## config.mk

```make
export PLATFORM = sky130hd
export DESIGN_NAME = hsid_mse_sched_flat
export DESIGN_NICKNAME = d
export VERILOG_FILES = /design/src/rtl/hsid_mse_sched_pkg.sv /design/src/rtl/hsid_mse_sched_if.sv /design/src/rtl/hsid_mse_sched_min.sv /design/src/rtl/hsid_mse_sched.sv /design/src/flat_wrapper.sv
export SDC_FILE = /design/constraint.sdc
export NUM_CORES = 1
export LEC_CHECK = 0
export ABC_CLOCK_PERIOD_IN_PS = 3360
export CORE_ASPECT_RATIO = 0.6
export CORE_MARGIN = 8
export CORE_UTILIZATION = 25
export DETAILED_ROUTE_END_ITERATION = 8
export HOLD_SLACK_MARGIN = 0.05
export MAX_ROUTING_LAYER = met4
export SYNTH_ARGS = -nofsm -noshare
export SYNTH_HDL_FRONTEND = slang
export SYNTH_HIERARCHICAL = 1
export SYNTH_SLANG_ARGS = --single-unit
```

## constraint.sdc

```tcl
create_clock -name clk -period 3.36 [get_ports clk]
set_input_delay 0.504 -clock clk [delete_from_list [all_inputs] [get_ports clk]]
set_output_delay 0.504 -clock clk [all_outputs]
set_load 0.02 [all_outputs]
```

## src/rtl/hsid_mse_sched_pkg.sv

```systemverilog
// Shared widths, scheduler state encoding and element-count helper for the hsid_mse sequencer.
package hsid_mse_sched_pkg;

  localparam int HSID_WORD_WIDTH        = 32;
  localparam int HSID_HSP_BANDS_WIDTH   = 12;
  localparam int HSID_HSP_LIBRARY_WIDTH = 10;

  typedef enum logic [2:0] {
    IDLE,
    CLEAR,
    STREAM,
    DRAIN,
    DONE
  } hsid_sched_state_t;

  // Two bands per word, so a spectrum occupies ceil(bands/2) words.
  function automatic logic [HSID_HSP_BANDS_WIDTH-1:0] num_elems(
      input logic [HSID_HSP_BANDS_WIDTH-1:0] bands);
    logic [HSID_HSP_BANDS_WIDTH:0] sum;
    sum = {1'b0, bands} + (HSID_HSP_BANDS_WIDTH+1)'(1);
    return sum[HSID_HSP_BANDS_WIDTH:1];
  endfunction

endpackage

```

## src/rtl/hsid_mse_sched_if.sv

```systemverilog
// Word-memory read port and hsid_mse element/result port of the scheduler.
interface hsid_mse_sched_if #(
  parameter int WORD_WIDTH        = 32,
  parameter int HSP_BANDS_WIDTH   = 12,
  parameter int HSP_LIBRARY_WIDTH = 10,
  parameter int ADDR_WIDTH        = 16
);
  logic                         rd_req;
  logic                         rd_gnt;
  logic [ADDR_WIDTH-1:0]        px_addr;
  logic [ADDR_WIDTH-1:0]        lib_addr;
  logic [WORD_WIDTH-1:0]        px_data;
  logic [WORD_WIDTH-1:0]        lib_data;
  logic                         mse_clear;
  logic                         element_start;
  logic                         element_last;
  logic                         element_valid;
  logic [WORD_WIDTH-1:0]        element_a;
  logic [WORD_WIDTH-1:0]        element_b;
  logic [HSP_LIBRARY_WIDTH-1:0] vctr_ref;
  logic [HSP_BANDS_WIDTH-1:0]   mse_bands;
  logic [WORD_WIDTH-1:0]        mse_value;
  logic [HSP_LIBRARY_WIDTH-1:0] mse_ref;
  logic                         mse_valid;
  logic                         mse_of;

  modport master (
    output rd_req, px_addr, lib_addr, mse_clear, element_start, element_last,
           element_valid, element_a, element_b, vctr_ref, mse_bands,
    input  rd_gnt, px_data, lib_data, mse_value, mse_ref, mse_valid, mse_of
  );

  modport slave (
    input  rd_req, px_addr, lib_addr, mse_clear, element_start, element_last,
           element_valid, element_a, element_b, vctr_ref, mse_bands,
    output rd_gnt, px_data, lib_data, mse_value, mse_ref, mse_valid, mse_of
  );
endinterface

```

## src/rtl/hsid_mse_sched_min.sv

```systemverilog
// Best-match tracker: keeps the smallest non-overflowed MSE and its reference; ties keep the earlier one.
module hsid_mse_min #(
  parameter int WORD_WIDTH        = 32,
  parameter int HSP_LIBRARY_WIDTH = 10
) (
  input  logic                         clk,
  input  logic                         rst,
  input  logic                         init,
  input  logic                         upd,
  input  logic [WORD_WIDTH-1:0]        mse_value,
  input  logic [HSP_LIBRARY_WIDTH-1:0] mse_ref,
  input  logic                         mse_of,
  output logic [WORD_WIDTH-1:0]        min_value,
  output logic [HSP_LIBRARY_WIDTH-1:0] min_ref,
  output logic                         of_seen
);

  always_ff @(posedge clk or posedge rst) begin
    if (rst) begin
      min_value <= '1;
      min_ref   <= '0;
      of_seen   <= 1'b0;
    end else if (init) begin
      min_value <= '1;
      min_ref   <= '0;
      of_seen   <= 1'b0;
    end else if (upd) begin
      if (mse_of) begin
        of_seen <= 1'b1;
      end else if (mse_value < min_value) begin
        min_value <= mse_value;
        min_ref   <= mse_ref;
      end
    end
  end

endmodule

```

## src/rtl/hsid_mse_sched.sv

```systemverilog
// Streams one pixel spectrum against each library spectrum into hsid_mse and keeps the best match.
module hsid_mse_sched
  import hsid_mse_sched_pkg::*;
#(
  parameter int WORD_WIDTH        = HSID_WORD_WIDTH,
  parameter int HSP_BANDS_WIDTH   = HSID_HSP_BANDS_WIDTH,
  parameter int HSP_LIBRARY_WIDTH = HSID_HSP_LIBRARY_WIDTH,
  parameter int ADDR_WIDTH        = 16
) (
  input  logic                         clk,
  input  logic                         rst,
  input  logic                         start,
  input  logic [HSP_BANDS_WIDTH-1:0]   hsi_bands,
  input  logic [HSP_LIBRARY_WIDTH-1:0] library_size,
  output logic                         busy,
  output logic                         done,
  output logic [WORD_WIDTH-1:0]        min_mse_value,
  output logic [HSP_LIBRARY_WIDTH-1:0] min_mse_ref,
  output logic                         of_seen,
  hsid_mse_sched_if.master             bus
);

  hsid_sched_state_t state_q, state_d;

  logic [HSP_BANDS_WIDTH-1:0]   bands_q;
  logic [HSP_BANDS_WIDTH-1:0]   elems_q;
  logic [HSP_LIBRARY_WIDTH-1:0] lib_q;
  logic [HSP_BANDS_WIDTH-1:0]   k_q;
  logic [HSP_LIBRARY_WIDTH-1:0] v_q;
  logic [HSP_LIBRARY_WIDTH-1:0] rcv_q;
  logic [HSP_LIBRARY_WIDTH-1:0] rcv_d;
  logic [ADDR_WIDTH-1:0]        lib_addr_q;
  logic                         elem_vld_q, elem_start_q, elem_last_q;
  logic [HSP_LIBRARY_WIDTH-1:0] vref_q;

  logic grant, last_word, last_vec, collect, res_upd;

  assign grant     = (state_q == STREAM) && bus.rd_gnt;
  assign last_word = (k_q == elems_q - HSP_BANDS_WIDTH'(1));
  assign last_vec  = (v_q == lib_q - HSP_LIBRARY_WIDTH'(1));
  assign collect   = (state_q == STREAM) || (state_q == DRAIN);
  assign res_upd   = collect && bus.mse_valid;
  // Include this cycle's result so done follows the final mse_valid by one cycle.
  assign rcv_d     = rcv_q + HSP_LIBRARY_WIDTH'(res_upd);

  always_ff @(posedge clk or posedge rst) begin
    if (rst) state_q <= IDLE;
    else     state_q <= state_d;
  end

  always_comb begin
    state_d = state_q;
    case (state_q)
      IDLE:    if (start) state_d = CLEAR;
      CLEAR:   state_d = (bands_q == '0 || lib_q == '0) ? DONE : STREAM;
      STREAM:  if (grant && last_word && last_vec) state_d = DRAIN;
      DRAIN:   if (rcv_d == lib_q) state_d = DONE;
      DONE:    state_d = IDLE;
      default: state_d = IDLE;
    endcase
  end

  always_ff @(posedge clk or posedge rst) begin
    if (rst) begin
      bands_q      <= '0;
      elems_q      <= '0;
      lib_q        <= '0;
      k_q          <= '0;
      v_q          <= '0;
      rcv_q        <= '0;
      lib_addr_q   <= '0;
      elem_vld_q   <= 1'b0;
      elem_start_q <= 1'b0;
      elem_last_q  <= 1'b0;
      vref_q       <= '0;
    end else begin
      if (state_q == IDLE && start) begin
        bands_q <= hsi_bands;
        elems_q <= num_elems(hsi_bands);
        lib_q   <= library_size;
      end
      if (state_q == CLEAR) begin
        k_q        <= '0;
        v_q        <= '0;
        rcv_q      <= '0;
        lib_addr_q <= '0;
      end else begin
        rcv_q <= rcv_d;
      end
      // Library words are contiguous, so lib_addr = v*E + k is a plain running count.
      if (grant) begin
        lib_addr_q <= lib_addr_q + ADDR_WIDTH'(1);
        if (last_word) begin
          k_q <= '0;
          v_q <= v_q + HSP_LIBRARY_WIDTH'(1);
        end else begin
          k_q <= k_q + HSP_BANDS_WIDTH'(1);
        end
        vref_q <= v_q + HSP_LIBRARY_WIDTH'(1);
      end
      elem_vld_q   <= grant;
      elem_start_q <= grant && (k_q == '0);
      elem_last_q  <= grant && last_word;
    end
  end

  assign busy = (state_q != IDLE);
  assign done = (state_q == DONE);

  assign bus.rd_req        = (state_q == STREAM);
  assign bus.px_addr       = ADDR_WIDTH'(k_q);
  assign bus.lib_addr      = lib_addr_q;
  assign bus.mse_clear     = (state_q == CLEAR);
  assign bus.element_valid = elem_vld_q;
  assign bus.element_start = elem_start_q;
  assign bus.element_last  = elem_last_q;
  assign bus.element_a     = elem_vld_q ? bus.px_data : '0;
  assign bus.element_b     = elem_vld_q ? bus.lib_data : '0;
  assign bus.vctr_ref      = vref_q;
  assign bus.mse_bands     = bands_q;

  hsid_mse_min #(
    .WORD_WIDTH       (WORD_WIDTH),
    .HSP_LIBRARY_WIDTH(HSP_LIBRARY_WIDTH)
  ) u_min (
    .clk      (clk),
    .rst      (rst),
    .init     (state_q == CLEAR),
    .upd      (res_upd),
    .mse_value(bus.mse_value),
    .mse_ref  (bus.mse_ref),
    .mse_of   (bus.mse_of),
    .min_value(min_mse_value),
    .min_ref  (min_mse_ref),
    .of_seen  (of_seen)
  );

endmodule
```

## src/flat_wrapper.sv

```systemverilog
// flat-port wrapper written by rule: the top's interface ports become plain ports
module hsid_mse_sched_flat import hsid_mse_sched_pkg::*;
#(
  parameter int WORD_WIDTH        = HSID_WORD_WIDTH,
  parameter int HSP_BANDS_WIDTH   = HSID_HSP_BANDS_WIDTH,
  parameter int HSP_LIBRARY_WIDTH = HSID_HSP_LIBRARY_WIDTH,
  parameter int ADDR_WIDTH        = 16
)
  (clk, rst, start, hsi_bands, library_size, busy, done, min_mse_value, min_mse_ref, of_seen, bus_rd_req, bus_px_addr, bus_lib_addr, bus_mse_clear, bus_element_start, bus_element_last, bus_element_valid, bus_element_a, bus_element_b, bus_vctr_ref, bus_mse_bands, bus_rd_gnt, bus_px_data, bus_lib_data, bus_mse_value, bus_mse_ref, bus_mse_valid, bus_mse_of);
  hsid_mse_sched_if #(.WORD_WIDTH(WORD_WIDTH), .HSP_BANDS_WIDTH(HSP_BANDS_WIDTH), .HSP_LIBRARY_WIDTH(HSP_LIBRARY_WIDTH), .ADDR_WIDTH(ADDR_WIDTH)) bus_i ();
  input  logic clk;
  input  logic rst;
  input  logic start;
  input  logic [HSP_BANDS_WIDTH-1:0] hsi_bands;
  input  logic [HSP_LIBRARY_WIDTH-1:0] library_size;
  output logic busy;
  output logic done;
  output logic [WORD_WIDTH-1:0] min_mse_value;
  output logic [HSP_LIBRARY_WIDTH-1:0] min_mse_ref;
  output logic of_seen;
  output wire logic [$bits(bus_i.rd_req)-1:0] bus_rd_req;
  output wire logic [$bits(bus_i.px_addr)-1:0] bus_px_addr;
  output wire logic [$bits(bus_i.lib_addr)-1:0] bus_lib_addr;
  output wire logic [$bits(bus_i.mse_clear)-1:0] bus_mse_clear;
  output wire logic [$bits(bus_i.element_start)-1:0] bus_element_start;
  output wire logic [$bits(bus_i.element_last)-1:0] bus_element_last;
  output wire logic [$bits(bus_i.element_valid)-1:0] bus_element_valid;
  output wire logic [$bits(bus_i.element_a)-1:0] bus_element_a;
  output wire logic [$bits(bus_i.element_b)-1:0] bus_element_b;
  output wire logic [$bits(bus_i.vctr_ref)-1:0] bus_vctr_ref;
  output wire logic [$bits(bus_i.mse_bands)-1:0] bus_mse_bands;
  input wire logic [$bits(bus_i.rd_gnt)-1:0] bus_rd_gnt;
  input wire logic [$bits(bus_i.px_data)-1:0] bus_px_data;
  input wire logic [$bits(bus_i.lib_data)-1:0] bus_lib_data;
  input wire logic [$bits(bus_i.mse_value)-1:0] bus_mse_value;
  input wire logic [$bits(bus_i.mse_ref)-1:0] bus_mse_ref;
  input wire logic [$bits(bus_i.mse_valid)-1:0] bus_mse_valid;
  input wire logic [$bits(bus_i.mse_of)-1:0] bus_mse_of;
  assign bus_rd_req = bus_i.rd_req;
  assign bus_px_addr = bus_i.px_addr;
  assign bus_lib_addr = bus_i.lib_addr;
  assign bus_mse_clear = bus_i.mse_clear;
  assign bus_element_start = bus_i.element_start;
  assign bus_element_last = bus_i.element_last;
  assign bus_element_valid = bus_i.element_valid;
  assign bus_element_a = bus_i.element_a;
  assign bus_element_b = bus_i.element_b;
  assign bus_vctr_ref = bus_i.vctr_ref;
  assign bus_mse_bands = bus_i.mse_bands;
  assign bus_i.rd_gnt = bus_rd_gnt;
  assign bus_i.px_data = bus_px_data;
  assign bus_i.lib_data = bus_lib_data;
  assign bus_i.mse_value = bus_mse_value;
  assign bus_i.mse_ref = bus_mse_ref;
  assign bus_i.mse_valid = bus_mse_valid;
  assign bus_i.mse_of = bus_mse_of;
  hsid_mse_sched #(.WORD_WIDTH(WORD_WIDTH), .HSP_BANDS_WIDTH(HSP_BANDS_WIDTH), .HSP_LIBRARY_WIDTH(HSP_LIBRARY_WIDTH), .ADDR_WIDTH(ADDR_WIDTH)) u_core (.clk(clk), .rst(rst), .start(start), .hsi_bands(hsi_bands), .library_size(library_size), .busy(busy), .done(done), .min_mse_value(min_mse_value), .min_mse_ref(min_mse_ref), .of_seen(of_seen), .bus(bus_i));
endmodule
```

* Yosys cells after proc, flatten, opt, wreduce, memory -nomap -nowiden *
Cells that the tools add are included.

cells by class
  order comparisons = 1
  equal/unequal tests = 11
  multiplexer cells = 27
  reduce and logical (&&, ||, !) cells = 20
  $add $sub $neg = 7

operators with widths
  kind                   count
  $mux 32                6
  $mux 10                8
  $mux 12                3
  $lt 32x32->1           1
  $mux 16                2
  $logic_not 12->1       2
  $eq 10x10->1           2
  $add 16x1->16 const B  1
  $add 12x1->13 const B  1
  $add 12x1->12 const B  1
  $eq 12x12->1           1
  $mux 3                 4
  $pmux 3 s4             1
  $sub 12x1->12 const B  1
  $add 10x1->10          1
  $add 10x1->10 const B  1
  $logic_not 10->1       1
  $sub 10x1->10 const B  1
  $reduce_bool 2->1      4
  $eq 3x2->1 const B     2
  $logic_and 1x1->1      6
  $ne 2x2->1 const B     3
  $reduce_and 3->1       2
  $eq 3x1->1 const B     1
  7 further kinds        10

word-level totals
  output and inout port bits = 168
  logic and storage cells = 81
  bits in registers = 141

* Logic depth before layout (Yosys ltp) *
Gate-level depths: netlist (run 1).

  depth in word-level cells = 7
  depth in mapped cells = 11

* Hierarchy *
The synthesis (run 1) kept the hierarchy.

by module, submodules not included
  module          instances  area an instance (µm²)  cells an instance
  hsid_mse_sched  1          5904.4                  653
  hsid_mse_min    1          2825.2                  293

* Least setup slack after synthesis (run 1) *
No wires, ideal clock.

  kind = flip-flop to flip-flop
  from = register u_core.elems_q[0]
  to = register u_core.k_q[5]
  setup slack = 676 ps
  arrival time = 2563 ps
  library setup time = 121 ps
  stages on the path, launching flop included = 8
  data required time = 3239 ps
  path through = dfrtp_1 -> or4_1 -> buf_2 -> or4_4 -> a2111oi_4 -> a31oi_2 -> buf_6 -> a22o_1

between the ends
  longest elaborated chain between the ends = 4

RTL lines
  what                    RTL line              source
  start, declared         hsid_mse_sched.sv:26  logic [HSP_BANDS_WIDTH-1:0] elems_q;
  start signal, assigned  hsid_mse_sched.sv:79  elems_q <= num_elems(hsi_bands);
  $sub 12x1->12           hsid_mse_sched.sv:39  assign last_word = (k_q == elems_q - HSP_BANDS_WIDTH'(1));
  $eq 12x12->1            hsid_mse_sched.sv:39
  $mux 12                 hsid_mse_sched.sv:93  if (last_word) begin
  $mux 12                 hsid_mse_sched.sv:91  if (grant) begin
  end signal, assigned    hsid_mse_sched.sv:97  k_q <= k_q + HSP_BANDS_WIDTH'(1);
  end, declared           hsid_mse_sched.sv:28  logic [HSP_BANDS_WIDTH-1:0] k_q;

No other way between the ends.
A chain may end at the register's enable or synchronous reset.

* Worst setup path in the final report (run 1) *
  from = register u_core.elems_q[0]
  to = register u_core.v_q[2]

between the ends
  longest elaborated chain between the ends = 4

RTL lines
  what                  RTL line              source
  $sub 12x1->12         hsid_mse_sched.sv:39
  $eq 12x12->1          hsid_mse_sched.sv:39
  $mux 10               hsid_mse_sched.sv:93
  $mux 10               hsid_mse_sched.sv:91
  end signal, assigned  hsid_mse_sched.sv:95  v_q <= v_q + HSP_LIBRARY_WIDTH'(1);
  end, declared         hsid_mse_sched.sv:29  logic [HSP_LIBRARY_WIDTH-1:0] v_q;

No other way between the ends.

==> summary.log, run 1 <==
[timing] max-slew violations 0
[timing] summed negative setup slack over all endpoints 0 ps
[clock_network] Post-CTS Repair Setup Buffers 0
[timing] highest achievable clock rate 0.3298 GHz
[cells_and_area] fraction of layout instances using a drive strength above 1 0.09670
[route] Avg Vias per Cell 4.607
[timing] headroom to the max-slew limit 0.3267
[route] total DRC errors in the routed layout 0
[placed_design] detailed placement HPWL 22900 microns
[floorplanning] horizontal die dimension 257.2 microns
[timing] final critical path time including I/O delays and setup 3032 ps
[logic_synthesis] synthesized area 8730 sq um
[global_routing] global-route usage over all layers 0.1421
[logic_synthesis] fraction of synthesis flops using an asynchronous set or reset pin 1.000
[global_routing] wire length of the first global-routing pass 45600 microns
[logic_synthesis] most area-consuming cells after synthesis dfrtp_1 (31%), dfstp_2 (9.6%), ha_1 (5.9%), nor2_1 (5.2%), mux2i_1 (5.0%)
[cells_and_area] post-layout utilization of the core 0.3701
[timing] final worst path period share 0.9024
[cells_and_area] P&R area growth vs syn 47.03%
[timing] Post-Route Skew 9.144 ps
[placed_design] total cell area at the placement stage 12190 sq um
[logic_synthesis] number of distinct standard cells referenced by the synthesized netlist 67
[clock_network] clock tree buffer depth 2
[clock_network] TritonCTS Sinks 141
[global_routing] antenna violations before repair 4
[cells_and_area] fill cell instance count of the final layout 3472
[floorplanning] Rows 53
[logic_synthesis] post-synthesis sequential area ratio 0.4088
[worst_setup_path] kind of end point of the critical path flop
[route] antenna-violating nets left 0
[job] reported max-cap violation count 0
[floorplanning] number of top-level design ports 302
[route] detailed-route wire length 29310 microns
[logic_synthesis] Yosys top cell by area dfrtp_1
[timing] Tightest Pin Transition 1010 ps
[worst_setup_path] CP max FO 16
[clock_network] CTS tree yes
[power_and_ir_drop] static leakage 5.398 nW
[placed_design] number of port buffers 297
[route] routed length per placed instance 17.12 microns
[clock_network] number of buffers added by the clock tree synthesis step 17
[timing] RSZ-0062 raised after global routing false
[route] number of search-and-repair iterations in the first detailed-routing pass 5
[logic_synthesis] share of the synthesized area in the top cell type 0.3125
[power_and_ir_drop] power per cell area 709.7 nW/um^2
[min_path] worst min path class reg2reg
[global_routing] pin count of the biggest net entering global routing 93
[route] DR vias 7887
[logic_synthesis] number of instances in the synthesized netlist 946
[timing] final hold violation count 0
[route] 1st-iter DRT viols 619
[power_and_ir_drop] Total Power 9.109 mW
[clock_network] clock input transition at the sequential cells of the worst setup and hold paths 70 ps
[worst_setup_path] required arrival time at the worst endpoint 3740 ps
[worst_setup_path] critical path launch point type flop
[global_routing] via count of the first global-routing pass 7565
[logic_synthesis] Post-Synthesis Mean Instance Area 9.228 sq um
[logic_synthesis] dominant cell by count in the synthesized netlist nor2_1
[logic_synthesis] top cells by instance count after synthesis nor2_1 (120), dfrtp_1 (109), and2_1 (69)
[run_status] status complete, no violations
[cells_and_area] layout net count 1403
[floorplanning] initial core utilization 0.2517
[clock_network] Clock Latency Late Sink 440 ps
[floorplanning] die span in y 160.7 microns
[clock_network] master cell of the clock root buffer clkbuf_16
[worst_setup_path] worst-case reg-to-reg path depth 10
[floorplanning] Die Area 41350 sq um
[power_and_ir_drop] worst IR drop on VDD 0.3440 mV
[floorplanning] Floorplan Core Area 34680 sq um
[worst_setup_path] worst setup path class reg2reg
[clock_network] number of levels in the clock H-tree 4
[logic_synthesis] primary flip-flop cell chosen by synthesis mapping dfrtp_1
[timing] final hold slack 499.3 ps
[min_path] cell count of the worst hold path 2
[cells_and_area] post-layout instance area 12830 sq um
[global_routing] overflow left after global routing 0
[logic_synthesis] number of flops mapped to enable cells by yosys 0
[timing] Final setup violation count 0
[placed_design] RePlAce Congestion 0.8432
[worst_setup_path] arrival time at the worst endpoint 3410 ps
[logic_synthesis] number of register bits inferred by synthesis 141
[logic_synthesis] Synthesis Warnings 6
## cell type report
class                      count  area (sq um)  area share
clock buffer                  17         425.4     0.03314
inverter                      50         190.2     0.01482
tap                          467         584.3     0.04553
antenna                        4         10.01   0.0007799
timing repair buffer         311          3115      0.2427
multi-input combinational    707          4745      0.3697
clock inverter                15         196.4     0.01531
sequential                   141          3568      0.2780
## worst max-delay path, stage by stage (launching register included)
cell and delay (ps):
dfrtp_1 420, inv_1 90, ha_1 260, or3b_2 510
nor4_1 360, a211oi_1 150, o31ai_2 390, nand4_2 260
buf_4 290, a21oi_1 140, a21o_1 100
## placed cells by master, fill, tap and decap left out, types with 15 or more instances in the layout
cell and instances:
clkdlybuf4s50_1 297, nor2_1 119, dfrtp_1 109, and2_1 69, inv_1 47, mux2i_1 44, nand2_1 43, o21ai_0 43
ha_1 41, a21oi_1 40, nand3_1 37, xnor2_1 37, dfstp_2 32, nand2b_1 26, xor2_1 22, mux2_2 21
clkbuf_16 17, a31oi_1 15
## where the power goes
part	switching (mW)	internal (mW)
logic	2.27	2.00
registers	0.554	2.25
clock network	0.894	1.14
total	3.72	5.39
## cells by family after synthesis
kind of cell | after synthesis | synth area share
simple gates | 385 | 0.2290
mux | 65 | 0.07754
fa+ha+maj | 42 | 0.05991
buf+inv | 101 | 0.05145
flops | 141 | 0.4088
compound gates | 151 | 0.1111
other cells | 1 | 0.0004296
xor+xnor | 60 | 0.06177
## flip-flops by register name, summed over array words and instances (netlist names)
name / cells
u_core/u_min/min_ref: 10
u_core/bus.vctr_ref: 10
u_core/bus.element_valid: 1
u_core/u_min/of_seen: 1
u_core/bus.element_start: 1
u_core/rcv_q: 10
u_core/lib_q: 10
u_core/bus.mse_bands: 12
u_core/k_q: 12
u_core/u_min/min_value: 32
u_core/v_q: 10
u_core/bus.lib_addr: 16
u_core/state_q: 3
u_core/elems_q: 12
u_core/bus.element_last: 1
## per-stage QoR
| step | worst slack, ps | cells |
|---|---|---|
| 6_report | 327.9 | 1712 |
| 5_1_grt | 112.4 | 1712 |
| 4_1_cts | 191.0 | 1708 |
| 3_5_place_dp | 200.7 | 1676 |
| 3_3_place_gp | 287.9 | 1676 |
| 2_1_floorplan | 293.9 | 949 |
## layer usage
layer	wire length (microns)	track usage
met5	0	-
met4	389	0.04614
met3	2018	0.04152
met2	12850	0.2026
met1	14050	0.1911
## final timing paths
| check | slack (ps) | end | startpoint |
|---|---|---|---|
| max | 330 | u_core/v_q[2]$_DFF_PP0_ | u_core/elems_q[0]$_DFFE_PP0P_ |
| min | 500 | u_core/u_min/of_seen$_DFFE_PP0P_ | u_core/u_min/of_seen$_DFFE_PP0P_ |
| max reg2reg | 330 | u_core/v_q[2]$_DFF_PP0_ | u_core/elems_q[0]$_DFFE_PP0P_ |
| min reg2reg | 500 | u_core/u_min/of_seen$_DFFE_PP0P_ | u_core/u_min/of_seen$_DFFE_PP0P_ |
| max in group asynchronous | 2010 | u_core/u_min/min_ref[0]$_DFFE_PP0P_ | rst |
| min in group asynchronous | 560 | u_core/bus.mse_bands[6]$_DFFE_PP0P_ | rst |
## timing repair
action	in CTS	in global routing
hold buffers	0	0
endpoints found under the setup margin	0	9
hold endpoints to repair	0	0
resized for setup	0	2
Power figures use the tool's default switching activity.
==> inputs of run 2 (changes only) <==
--- a/config.mk
+++ b/config.mk
@@ -8,10 +8,11 @@
 export ABC_CLOCK_PERIOD_IN_PS = 3360
 export CORE_ASPECT_RATIO = 0.6
 export CORE_MARGIN = 8
-export CORE_UTILIZATION = 25
+export CORE_UTILIZATION = 46
 export DETAILED_ROUTE_END_ITERATION = 8
-export HOLD_SLACK_MARGIN = 0.05
 export MAX_ROUTING_LAYER = met4
+export PLACE_DENSITY = 0.81
+export SLEW_MARGIN = 5
 export SYNTH_ARGS = -nofsm -noshare
 export SYNTH_HDL_FRONTEND = slang
 export SYNTH_HIERARCHICAL = 1
==> run 2 against run 1 <==
Hold slack got worse by 7.3 ps. Critical endpoint is now u_core/k_q[10]$_DFFE_PP0P_. Combinational power fell by 2%. Clock power fell by 9%.
==> summary.log, run 2 (synthesized netlist as in run 1, its figures left out) <==
[run_status] status complete, no violations
[route] met2 wire len 13690 microns
[placed_design] Post-Place Worst Slack 192.2 ps
[cells_and_area] register with the most flip-flops u_core/u_min/min_value
[floorplanning] number of top-level design ports 302
[clock_network] number of levels in the clock H-tree 4
[route] DR vias 7939
[worst_setup_path] required arrival time at the worst endpoint 3660 ps
[global_routing] antenna violations before repair 2
[power_and_ir_drop] Total Power 8.877 mW
[cells_and_area] max reg flops 32
[clock_network] CTS tree yes
[timing] final worst path period share 0.9439
[timing] max-slew violations 0
[worst_setup_path] CP max FO 18
[floorplanning] die span in y 122.7 microns
[timing] Post-Route Skew 12.94 ps
[timing] final critical path time including I/O delays and setup 3171 ps
[floorplanning] Rows 39
[timing] final hold violation count 0
[global_routing] wire length of the first global-routing pass 44120 microns
[global_routing] overflow left after global routing 0
[power_and_ir_drop] power per cell area 710.7 nW/um^2
[job] reported max-cap violation count 0
[floorplanning] initial core utilization 0.4635
[clock_network] TritonCTS Sinks 141
[placed_design] detailed placement HPWL 22760 microns
[cells_and_area] fraction of layout instances using a drive strength above 1 0.09443
[timing] RSZ-0062 raised after global routing true
[power_and_ir_drop] worst IR drop on VDD 0.6327 mV
[power_and_ir_drop] sequential fraction of design power 0.319
[power_and_ir_drop] Switch Pwr 3.659 mW
[min_path] worst min path class reg2reg
[route] detailed-route wire length 28880 microns
[timing] final hold slack 492.0 ps
[route] number of search-and-repair iterations in the first detailed-routing pass 5
[clock_network] number of buffers added by the clock tree synthesis step 17
[cells_and_area] layout net count 1401
[cells_and_area] P&R area growth vs syn 43.07%
[timing] highest achievable clock rate 0.3153 GHz
[route] Avg Vias per Cell 5.335
[clock_network] master cell of the clock root buffer clkbuf_16
[cells_and_area] most common cell after layout, fill and taps aside clkdlybuf4s50_1
[route] top routing layer in use met4
[clock_network] clock input transition at the sequential cells of the worst setup and hold paths 80 ps
[worst_setup_path] kind of end point of the critical path flop
[floorplanning] horizontal die dimension 193.8 microns
[placed_design] RePlAce Congestion 0.9082
[timing] Tightest Pin Transition 875.9 ps
[route] total DRC errors in the routed layout 0
[global_routing] via count of the first global-routing pass 7645
[placed_design] number of port buffers 297
[floorplanning] Die Area 23790 sq um
[cells_and_area] post-layout utilization of the core 0.6631
[cells_and_area] count of placed standard cells in the final layout, fillers left out 1488
[timing] summed negative setup slack over all endpoints 0 ps
[route] wl on met1 12580 microns
[power_and_ir_drop] share of total power in combinational logic 0.473
[placed_design] total cell area at the placement stage 11900 sq um
[power_and_ir_drop] Switching Fraction 0.4122
[power_and_ir_drop] P_int 5.218 mW
[timing] headroom to the max-slew limit 0.4142
[clock_network] Clock Latency Late Sink 420 ps
[cells_and_area] post-layout instance area 12490 sq um
[route] routed length per placed instance 19.41 microns
[placed_design] cell total after placement 1453
[worst_setup_path] worst setup path class reg2reg
[global_routing] pin count of the biggest net entering global routing 93
[worst_setup_path] critical path launch point type flop
[route] met3 routed wirelength 2041 microns
[route] antenna-violating nets left 0
[floorplanning] Floorplan Core Area 18840 sq um
[worst_setup_path] arrival time at the worst endpoint 3470 ps
[timing] Final setup violation count 0
[clock_network] clock tree buffer depth 2
[power_and_ir_drop] static leakage 5.368 nW
[power_and_ir_drop] proportion of power drawn by the clock network 0.208
[cells_and_area] most frequent cells in the layout clkdlybuf4s50_1 (297), nor2_1 (119), dfrtp_1 (109)
[timing] crit path setup slack, layout 188.7 ps
[route] 1st-iter DRT viols 640
[global_routing] global-route usage over all layers 0.2425
[clock_network] Post-CTS Repair Setup Buffers 0
-- run 2: power groups by stage --
stage | sequential (mW) | clock (mW) | combinational, mW
final | 2.83 | 1.84 | 4.20
after global routing | 2.91 | 1.97 | 4.54
after CTS | 2.82 | 1.88 | 4.21
after detailed placement | 2.84 | 0 | 4.18
after global placement | 2.82 | 0 | 4.09
after floorplan | 3.03 | 0 | 2.25
-- run 2: layer usage --
metal / global-route usage / vias up
li1: - / 3823
met1: 0.3121 / 3789
met2: 0.3792 / 300
met3: 0.06188 / 27
met4: 0.06508 / 0
met5: - / -
-- run 2: final timing paths --
check / startpoint / to / slack (ps) / cells after the start
worst max-delay path: u_core/elems_q[0]$_DFFE_PP0P_ / u_core/k_q[10]$_DFFE_PP0P_ / 190 / 9
worst min-delay path: u_core/bus.lib_addr[15]$_DFFE_PP0P_ / u_core/bus.lib_addr[15]$_DFFE_PP0P_ / 490 / 1
worst max register to register: u_core/elems_q[0]$_DFFE_PP0P_ / u_core/k_q[10]$_DFFE_PP0P_ / 190 / 9
worst min register to register: u_core/bus.lib_addr[15]$_DFFE_PP0P_ / u_core/bus.lib_addr[15]$_DFFE_PP0P_ / 490 / 1
max in group asynchronous: rst / u_core/u_min/min_value[9]$_DFFE_PP1P_ / 2040 / 3
min in group asynchronous: rst / u_core/bus.vctr_ref[2]$_DFFE_PP0P_ / 630 / 2
-- run 2: critical path, cell delays in order, from the launching register on --
cell and delay (ps):
dfrtp_1 410, inv_1 90, ha_1 270, or3b_2 530
o31a_1 320, o21a_1 180, o31ai_1 360, a31oi_2 440
a21o_1 280, a22o_1 170
-- run 2: repair_timing --
action | 4_1_cts | 5_1_grt
hold buffers | 0 | 0
resized for setup | 0 | 1
setup endpoints to repair | 0 | 5
-- run 2: cell type report --
cell class / instances / area (sq um)
fill: 1510 / 6346
multi-input combinational: 707 / 4736
sequential: 141 / 3568
timing repair buffer: 309 / 3100
clock buffer: 17 / 425.4
tap: 246 / 307.8
inverter: 50 / 190.2
clock inverter: 15 / 153.9
antenna: 3 / 7.507
